File: config.mk
export PLATFORM = sky130hd
export DESIGN_NAME = mult_div_unit_flat
export DESIGN_NICKNAME = d
export VERILOG_FILES = /design/src/rtl/mult_div_unit_if.sv /design/src/rtl/mult_div_unit.sv /design/src/flat_wrapper.sv
export SDC_FILE = /design/constraint.sdc
export NUM_CORES = 1
export LEC_CHECK = 0
export ABC_AREA = 1
export CELL_PAD_IN_SITES_DETAIL_PLACEMENT = 0
export CELL_PAD_IN_SITES_GLOBAL_PLACEMENT = 1
export CORE_MARGIN = 2
export CORE_UTILIZATION = 39
export CTS_CLUSTER_SIZE = 24
export DETAILED_ROUTE_END_ITERATION = 10
export PLACE_DENSITY_LB_ADDON = 0.1
export SLEW_MARGIN = 15
export SYNTH_ARGS = -nofsm -noshare
export SYNTH_HDL_FRONTEND = slang
export SYNTH_SLANG_ARGS = --single-unit
File: constraint.sdc
create_clock -name clk -period 12.2 [get_ports clk]
set_input_delay 2.44 -clock clk [delete_from_list [all_inputs] [get_ports clk]]
set_output_delay 2.44 -clock clk [all_outputs]
set_load 0.03 [all_outputs]
File: src/rtl/mult_div_unit_if.sv
// Request/response bus between the datapath and the multiply/divide unit.
// The datapath is the master; the unit owning HI/LO is the slave.
interface mult_div_unit_if #(
    parameter int WIDTH = 32
) ();
    logic             start;
    logic [1:0]       op;
    logic [WIDTH-1:0] a;
    logic [WIDTH-1:0] b;
    logic             mthi;
    logic             mtlo;
    logic [WIDTH-1:0] wdata;
    logic [WIDTH-1:0] hi;
    logic [WIDTH-1:0] lo;
    logic             busy;
    logic             done;
    logic             div_zero;

    modport master (
        output start, op, a, b, mthi, mtlo, wdata,
        input  hi, lo, busy, done, div_zero
    );

    modport slave (
        input  start, op, a, b, mthi, mtlo, wdata,
        output hi, lo, busy, done, div_zero
    );
endinterface

File: src/rtl/mult_div_unit.sv
// Radix-2 sequential MULT/MULTU/DIV/DIVU engine owning HI/LO.
// Define MDU_EARLY_OUT_EN to end multiplies once the multiplier is exhausted.
module mult_div_unit #(
    parameter int WIDTH = 32
) (
    input  logic           clk,
    input  logic           rst,
    mult_div_unit_if.slave bus
);
    localparam int CW = $clog2(WIDTH + 1);

    typedef enum logic [1:0] {IDLE, CALC, SIGN} state_t;

    state_t             state;
    state_t             state_n;
    logic [CW-1:0]      cnt;
    logic               is_mul;
    logic               neg_a;
    logic               neg_b;
    logic               b_zero;
    logic [2*WIDTH-1:0] prod;
    logic [2*WIDTH-1:0] mcand;
    logic [WIDTH-1:0]   mplier;
    logic [WIDTH-1:0]   quo;
    logic [WIDTH-1:0]   rem;
    logic [WIDTH-1:0]   dvs;
    logic [WIDTH-1:0]   hi;
    logic [WIDTH-1:0]   lo;
    logic               done;
    logic               div_zero;

    logic               sgn_in;
    logic [WIDTH-1:0]   mag_a;
    logic [WIDTH-1:0]   mag_b;
    logic [WIDTH:0]     shifted;
    logic [WIDTH:0]     diff;
    logic               early;
    logic               last;
    logic               accept;
    logic               do_iter;
    logic [2*WIDTH-1:0] prod_res;
    logic [WIDTH-1:0]   quo_res;
    logic [WIDTH-1:0]   rem_res;

`ifdef MDU_EARLY_OUT_EN
    assign early = is_mul && (mplier == '0);
`else
    assign early = 1'b0;
`endif

    always_comb begin
        sgn_in   = ~bus.op[0];
        mag_a    = (sgn_in && bus.a[WIDTH-1]) ? -bus.a : bus.a;
        mag_b    = (sgn_in && bus.b[WIDTH-1]) ? -bus.b : bus.b;
        accept   = (state == IDLE) && bus.start;
        last     = (cnt == CW'(1)) || early;
        do_iter  = (state == CALC) && !early;
        // Restoring step: top bit of diff is the borrow.
        shifted  = {rem, quo[WIDTH-1]};
        diff     = shifted - {1'b0, dvs};
        prod_res = (neg_a ^ neg_b) ? -prod : prod;
        quo_res  = (neg_a ^ neg_b) ? -quo : quo;
        rem_res  = neg_a ? -rem : rem;
    end

    always_ff @(posedge clk or posedge rst) begin
        if (rst) begin
            state <= IDLE;
        end else begin
            state <= state_n;
        end
    end

    always_comb begin
        state_n = state;
        unique case (state)
            IDLE:    if (bus.start) state_n = CALC;
            CALC:    if (last) state_n = SIGN;
            SIGN:    state_n = IDLE;
            default: state_n = IDLE;
        endcase
    end

    always_ff @(posedge clk or posedge rst) begin
        if (rst) begin
            cnt      <= '0;
            is_mul   <= 1'b0;
            neg_a    <= 1'b0;
            neg_b    <= 1'b0;
            b_zero   <= 1'b0;
            prod     <= '0;
            mcand    <= '0;
            mplier   <= '0;
            quo      <= '0;
            rem      <= '0;
            dvs      <= '0;
            hi       <= '0;
            lo       <= '0;
            done     <= 1'b0;
            div_zero <= 1'b0;
        end else begin
            done <= 1'b0;
            if (accept) begin
                is_mul <= ~bus.op[1];
                neg_a  <= sgn_in & bus.a[WIDTH-1];
                neg_b  <= sgn_in & bus.b[WIDTH-1];
                b_zero <= (bus.b == '0);
                prod   <= '0;
                mcand  <= {{WIDTH{1'b0}}, mag_a};
                mplier <= mag_b;
                quo    <= mag_a;
                rem    <= '0;
                dvs    <= mag_b;
                cnt    <= CW'(WIDTH);
            end else if (state == IDLE) begin
                if (bus.mthi) hi <= bus.wdata;
                if (bus.mtlo) lo <= bus.wdata;
            end
            if (do_iter) begin
                cnt <= cnt - CW'(1);
                if (is_mul) begin
                    if (mplier[0]) prod <= prod + mcand;
                    mcand  <= mcand << 1;
                    mplier <= mplier >> 1;
                end else if (!diff[WIDTH]) begin
                    rem <= diff[WIDTH-1:0];
                    quo <= {quo[WIDTH-2:0], 1'b1};
                end else begin
                    rem <= shifted[WIDTH-1:0];
                    quo <= {quo[WIDTH-2:0], 1'b0};
                end
            end
            if (state == SIGN) begin
                done <= 1'b1;
                if (is_mul) begin
                    {hi, lo} <= prod_res;
                end else begin
                    div_zero <= b_zero;
                    // Divide by zero: remainder holds the dividend unchanged.
                    hi <= rem_res;
                    lo <= b_zero ? '1 : quo_res;
                end
            end
        end
    end

    assign bus.hi       = hi;
    assign bus.lo       = lo;
    assign bus.busy     = (state != IDLE);
    assign bus.done     = done;
    assign bus.div_zero = div_zero;
endmodule

File: src/flat_wrapper.sv
// flat-port wrapper written by rule: the top's interface ports become plain ports
module mult_div_unit_flat 
#(
    parameter int WIDTH = 32
)
  (clk, rst, bus_start, bus_op, bus_a, bus_b, bus_mthi, bus_mtlo, bus_wdata, bus_hi, bus_lo, bus_busy, bus_done, bus_div_zero);
  mult_div_unit_if #(.WIDTH(WIDTH)) bus_i ();
  input  logic clk;
  input  logic rst;
  input wire logic [$bits(bus_i.start)-1:0] bus_start;
  input wire logic [$bits(bus_i.op)-1:0] bus_op;
  input wire logic [$bits(bus_i.a)-1:0] bus_a;
  input wire logic [$bits(bus_i.b)-1:0] bus_b;
  input wire logic [$bits(bus_i.mthi)-1:0] bus_mthi;
  input wire logic [$bits(bus_i.mtlo)-1:0] bus_mtlo;
  input wire logic [$bits(bus_i.wdata)-1:0] bus_wdata;
  output wire logic [$bits(bus_i.hi)-1:0] bus_hi;
  output wire logic [$bits(bus_i.lo)-1:0] bus_lo;
  output wire logic [$bits(bus_i.busy)-1:0] bus_busy;
  output wire logic [$bits(bus_i.done)-1:0] bus_done;
  output wire logic [$bits(bus_i.div_zero)-1:0] bus_div_zero;
  assign bus_i.start = bus_start;
  assign bus_i.op = bus_op;
  assign bus_i.a = bus_a;
  assign bus_i.b = bus_b;
  assign bus_i.mthi = bus_mthi;
  assign bus_i.mtlo = bus_mtlo;
  assign bus_i.wdata = bus_wdata;
  assign bus_hi = bus_i.hi;
  assign bus_lo = bus_i.lo;
  assign bus_busy = bus_i.busy;
  assign bus_done = bus_i.done;
  assign bus_div_zero = bus_i.div_zero;
  mult_div_unit #(.WIDTH(WIDTH)) u_core (.clk(clk), .rst(rst), .bus(bus_i));
endmodule
[Word-level counts from Yosys, hierarchy flattened]
Cells that the tools add are included.
Widths: inputs -> output; s select.
Storage, ports and cells
  register bits after elaboration: 334
  bits of input ports: 103
  output and inout port bits: 67
  logic and storage cells: 90
Operators by class
  add/sub/neg operators: 8
  equal/unequal tests: 6
  multiplexer cells: 40
  bitwise operators: 6
  reductions and logical operators: 14
Operators with widths (number)
  $mux 32: 25
  $mux 64: 8
  $neg 32->32: 4
  $add 64x64->64: 1
  $neg 64->64: 1
  $sub 33x32->33: 1
  $logic_not 32->1: 1
  $mux 6: 2
  $reduce_bool 2->1: 5
  $eq 6x1->1 const B: 1
  $reduce_and 3->1: 2
  $sub 6x1->6 const B: 1
  $mux 2: 2
  $ne 2x2->1 const B: 2
  $pmux 2 s2: 1
  $reduce_and 2->1: 2
  $logic_and 1x1->1: 3
  $not 1->1: 3
  $and 1x1->1: 2
  $eq 2x1->1 const B: 1
  $eq 2x2->1 const B: 1
  $logic_not 2->1: 1
  $mux 1: 2
  $ne 2x1->1 const B: 1
  $xor 1x1->1: 1

[Logic depth before layout (Yosys ltp)]
  depth after elaboration: 6
  depth in mapped cells: 19
  gate-level depth less buffers: 18

[Least setup slack after synthesis]
Ideal clock, no wire load.
  path type: input to register
  start point: in bus_b[1]
  end point: reg u_core.dvs[22]
  library setup time: 0.130 ns
  data arrival time: 3.699 ns
  required time: 12.070 ns
  slack: 8.371 ns
  stages on the path: 11
  buffers on the path: 0
  path through: inv_1 ha_1 inv_1 nor3_2 nand3_1 nor2_2 nand3_1 o21ai_2 nand3b_1 nand3_1 o21ai_0
On the way
  cells in the longest elaborated chain, start to end: 2
Ends and longest elaborated chain
  from (decl): line flat_wrapper.sv:13  | input wire logic [$bits(bus_i.b)-1:0] bus_b;
  $neg 32->32: line mult_div_unit.sv:54  | mag_b = (sgn_in && bus.b[WIDTH-1]) ? -bus.b : bus.b;
  $mux 32: line mult_div_unit.sv:54
  to (signal assigned): line mult_div_unit.sv:113  | dvs <= mag_b;
  to (decl): line mult_div_unit.sv:26  | logic [WIDTH-1:0] dvs;
Every way passes these cells.
A chain may end at the register's enable or synchronous reset.

[Final worst setup path]
  start point: reg u_core.state[0]
  end point: out bus_busy
On the way
  cells in the longest elaborated chain, start to end: 1
Ends and longest elaborated chain
  from (decl): line mult_div_unit.sv:14  | state_t state;
  from (signal assigned): line mult_div_unit.sv:70  | state <= state_n;
  $reduce_bool 2->1: line mult_div_unit.sv:149  | assign bus.busy = (state != IDLE);
  to (decl): line flat_wrapper.sv:19  | output wire logic [$bits(bus_i.busy)-1:0] bus_busy;
Every way passes these cells.

==> summary.md <==
The run finished with clean final reports. HPWL after detailed placement: 90.1 mm. The maximum number of pins on one net before global-route repair is 209. The share of the clock period used by the worst path came out at 0.397. In this run the clock root is driven by a clkbuf_16.

For the final-report hold violation count, the log shows 0. Global-route met1 utilization: 0.428. STA classifies the critical path startpoint as a register. The met3 track demand over resource is 0.0391, and the total clock buffers created by CTS is 43. Setup repair after global routing left no endpoint under its margin. After detailed routing, the number of vias per cell comes to 5.42. The tools report the area of the mapped netlist as 0.0275 mm². TritonCTS built the clock tree.

The area of all sequential standard cells is 0.00836 mm². Cell with the most instances after synthesis: nand2_1. The first global-routing pass estimated 174 mm of wire. The tools report the initial core utilization as 0.394. Summed over all cells, the static leakage comes to 14.8 nW. The x dimension of the die is 270 µm. In this run, post-CTS hold repair placed 0 buffers.

The cell count of the worst hold path is 2. Counting I/O delays and the setup requirement, the final critical path takes 4.84 ns. The number of placed I/O pins is 170. The H-tree was split into 2 levels. The run gives 4,738 as the net total in the final layout. After synthesis, the mean cell area works out to 6.19 µm². The total setup buffers inserted after CTS is 0. STA puts the critical path data arrival time at 2.40 ns. In this run the remaining antenna-violating nets after routing total 0. Total power divided by cell area: 83.2 mW/mm². Wires add up to 114 mm. Synthesis produced a netlist with a net count of 4,651. The filler cells instantiated in the layout total 7,728.

For the pin with the worst max-slew slack, the measured transition is 1.10 ns. For the peak supply drop, the log shows 0.0874 mV. Met2 capacity usage during global routing: 0.503. The core region is 0.0699 mm².

Compared with the post-synthesis result, the final layout area differs by 13.9%. The die covers 0.0727 mm². Ranked by instance count, the synthesized netlist is headed by 1,162 x nand2_1, 622 x nor2_1, 491 x inv_1. The logs give 0.0299 mm² for the standard cell area after detailed placement and 0.0313 mm² for the post-route cell area. The max-slew headroom at the worst pin was 0.264. Nature of the critical path endpoint: an output pin. The post-synthesis async set-or-reset flop share was 1.00. After global routing, the most crowded layer is met2. The remaining global-route overflow was 0. The run gives 0 as the number of pins exceeding their max-slew limit in the final report. Before antenna repair, the detailed router went through 5 iterations. Clock-pin slew reported for the worst setup and hold paths after clock tree synthesis: 0.05 ns. Clock latency on the worst-skew pair, taken at its later pin, is 0.60 ns.

The logs give 29,800 for the overall via count from detail_route and 3 for the initial antenna violation count. Yosys attributes the largest share of cell area to dfrtp_1 30%, nand2_1 16%, nor2_1 8.5%. The worst register-to-register path has a depth of 14. The largest fanout of any net on the critical path is 4, and the count of mapped cells out of synthesis is 4,444.

For the number of unique standard cell types used by synthesis, the log shows 52. The category of the most critical setup path was reg -> out. The vertical die dimension came out at 270 µm. The number of flops mapped to enable cells by yosys was 0.

Routability-driven placement finished with a final weighted congestion of 0.969. The routed length per placed instance is 20.6 µm, and the total routing resource utilization after global routing is 0.308. During placement, the flow inserted port buffers numbering 169.

The first routing iteration left 2,814 violations. Hold slack: 0.484 ns. The count of warnings emitted by yosys is 0. The logs give 0 for the number of setup violations in the final report and 0 for the total of max-cap violations. No sink is reached through more buffers than the 3 on the longest clock path.

The tightest min-delay check is of the reg -> reg type. Based on the critical path, the design can be clocked at up to 207 MHz. The clock sink count was 334. Predominant post-synthesis flop cell: dfrtp_1.

In the final layout, the multi-input gates occupy 0.0166 mm². The leading area contributor after synthesis is dfrtp_1. Worst clock skew on the final layout: 0.0420 ns. The floorplan has 97 rows. The area share of the largest cell type after synthesis is 0.304. Synthesis inferred 334 register bits. After detailed routing, the number of remaining DRC violations is 0. The share of layout cells above drive strength 1 was 0.0379; the total of cells resized after clock tree synthesis was 0. The via count of the first global-routing pass is 28,500, and the data required time at the worst endpoint is 9.76 ns. The run gives 0 ns as the accumulated negative setup slack. The repair_antennas step left the layout with diodes totalling 0. The logs give 2.61 mW for the total power and 0.304 for the portion of the post-synthesis area used by sequential elements.
-- cell usage in the layout (no fill, tap or decap), types with 4 or more instances in the layout --
master	count
nand2_2	15
a31oi_1	11
clkbuf_8	6
nor4_1	5
nand3_1	465
inv_2	10
clkdlybuf4s50_1	169
nand2_4	8
o21ai_1	18
ha_1	102
o21bai_1	15
nor2_1	620
nand4_1	48
o21ai_2	5
clkbuf_1	8
bufinv_16	4
a21oi_1	431
inv_1	487
a22oi_1	25
nor3_2	4
buf_4	25
nor3_1	52
nand3b_1	31
nor2_2	11
clkinv_2	10
xnor2_1	28
and2_1	4
clkinv_1	4
or2_2	14
nor2_4	4
a21o_1	6
nand2_1	1161
o21ai_0	311
o21a_1	7
xor2_1	13
dfrtp_1	333
o31ai_1	18
clkbuf_16	43
-- state kept, by name, summed over array words and instances, names as in the netlist --
signal               count
u_core.b_zero            1
u_core.bus.div_zero      1
u_core.bus.done          1
u_core.bus.hi           32
u_core.bus.lo           32
u_core.cnt               6
u_core.dvs              32
u_core.is_mul            1
u_core.mcand            64
u_core.mplier           32
u_core.neg_a             1
u_core.neg_b             1
u_core.prod             64
u_core.quo              32
u_core.rem              32
u_core.state             2
-- path summary, 6_finish.rpt --
check / startpoint / end / slack [ns]
max in group asynchronous: rst / u_core.dvs[20] / 7.61
worst max register to register: u_core.neg_a / u_core.bus.lo[19] / 8.33
worst min register to register: u_core.bus.lo[7] / u_core.bus.lo[7] / 0.48
worst max-delay path: u_core.state[0] / bus_busy / 7.36
min in group asynchronous: rst / u_core.cnt[2] / 2.30
worst min-delay path: u_core.bus.lo[7] / u_core.bus.lo[7] / 0.48
-- power breakdown --
part	leakage (nW)	switching (mW)	total (mW)	internal, mW
Clock	0.710	0.539	1.31	0.773
Sequential	3.60	0.00650	1.13	1.12
Combinational	10.5	0.104	0.170	0.0656
-- routing by layer --
layer  wire length [µm]  up-vias
met2              51600      910
met1              52100    14000
met3               6740      132
met5                 27        -
li1                   -    14800
met4               3100        4
-- area by class of cell --
type / count / area share
clock inverter: 19 / 0.00774
timing repair buffer: 195 / 0.0606
sequential: 334 / 0.267
clock buffer: 57 / 0.0379
inverter: 502 / 0.0604
multi-input combinational: 3455 / 0.529
tap: 940 / 0.0375
-- per-stage QoR --
step / util / instances / setup WS, ns
after floorplan: - / 4444 / 0.507
after global placement: 0.428 / 5426 / 6.85
after detailed placement: 0.428 / 5426 / 6.85
after CTS: 0.448 / 5502 / 7.32
after global routing: 0.448 / 5502 / 7.21
final: 0.448 / 5502 / 7.36
-- cell families after synthesis --
kind of cell,synth area share
AOI/OAI and AO/OA,0.166
buffers and inverters,0.0948
DFF,0.304
xor gates and xnor gates,0.0130
adders and majority gates,0.0478
and+or+nand+nor,0.375
-- critical path, stage by stage, from the launching register on --
cell,delay [ns]
dfrtp_1,0.51
nor2_1,0.60
inv_1,0.09
clkdlybuf4s50_1,0.61
Power figures use the tool's default switching activity.
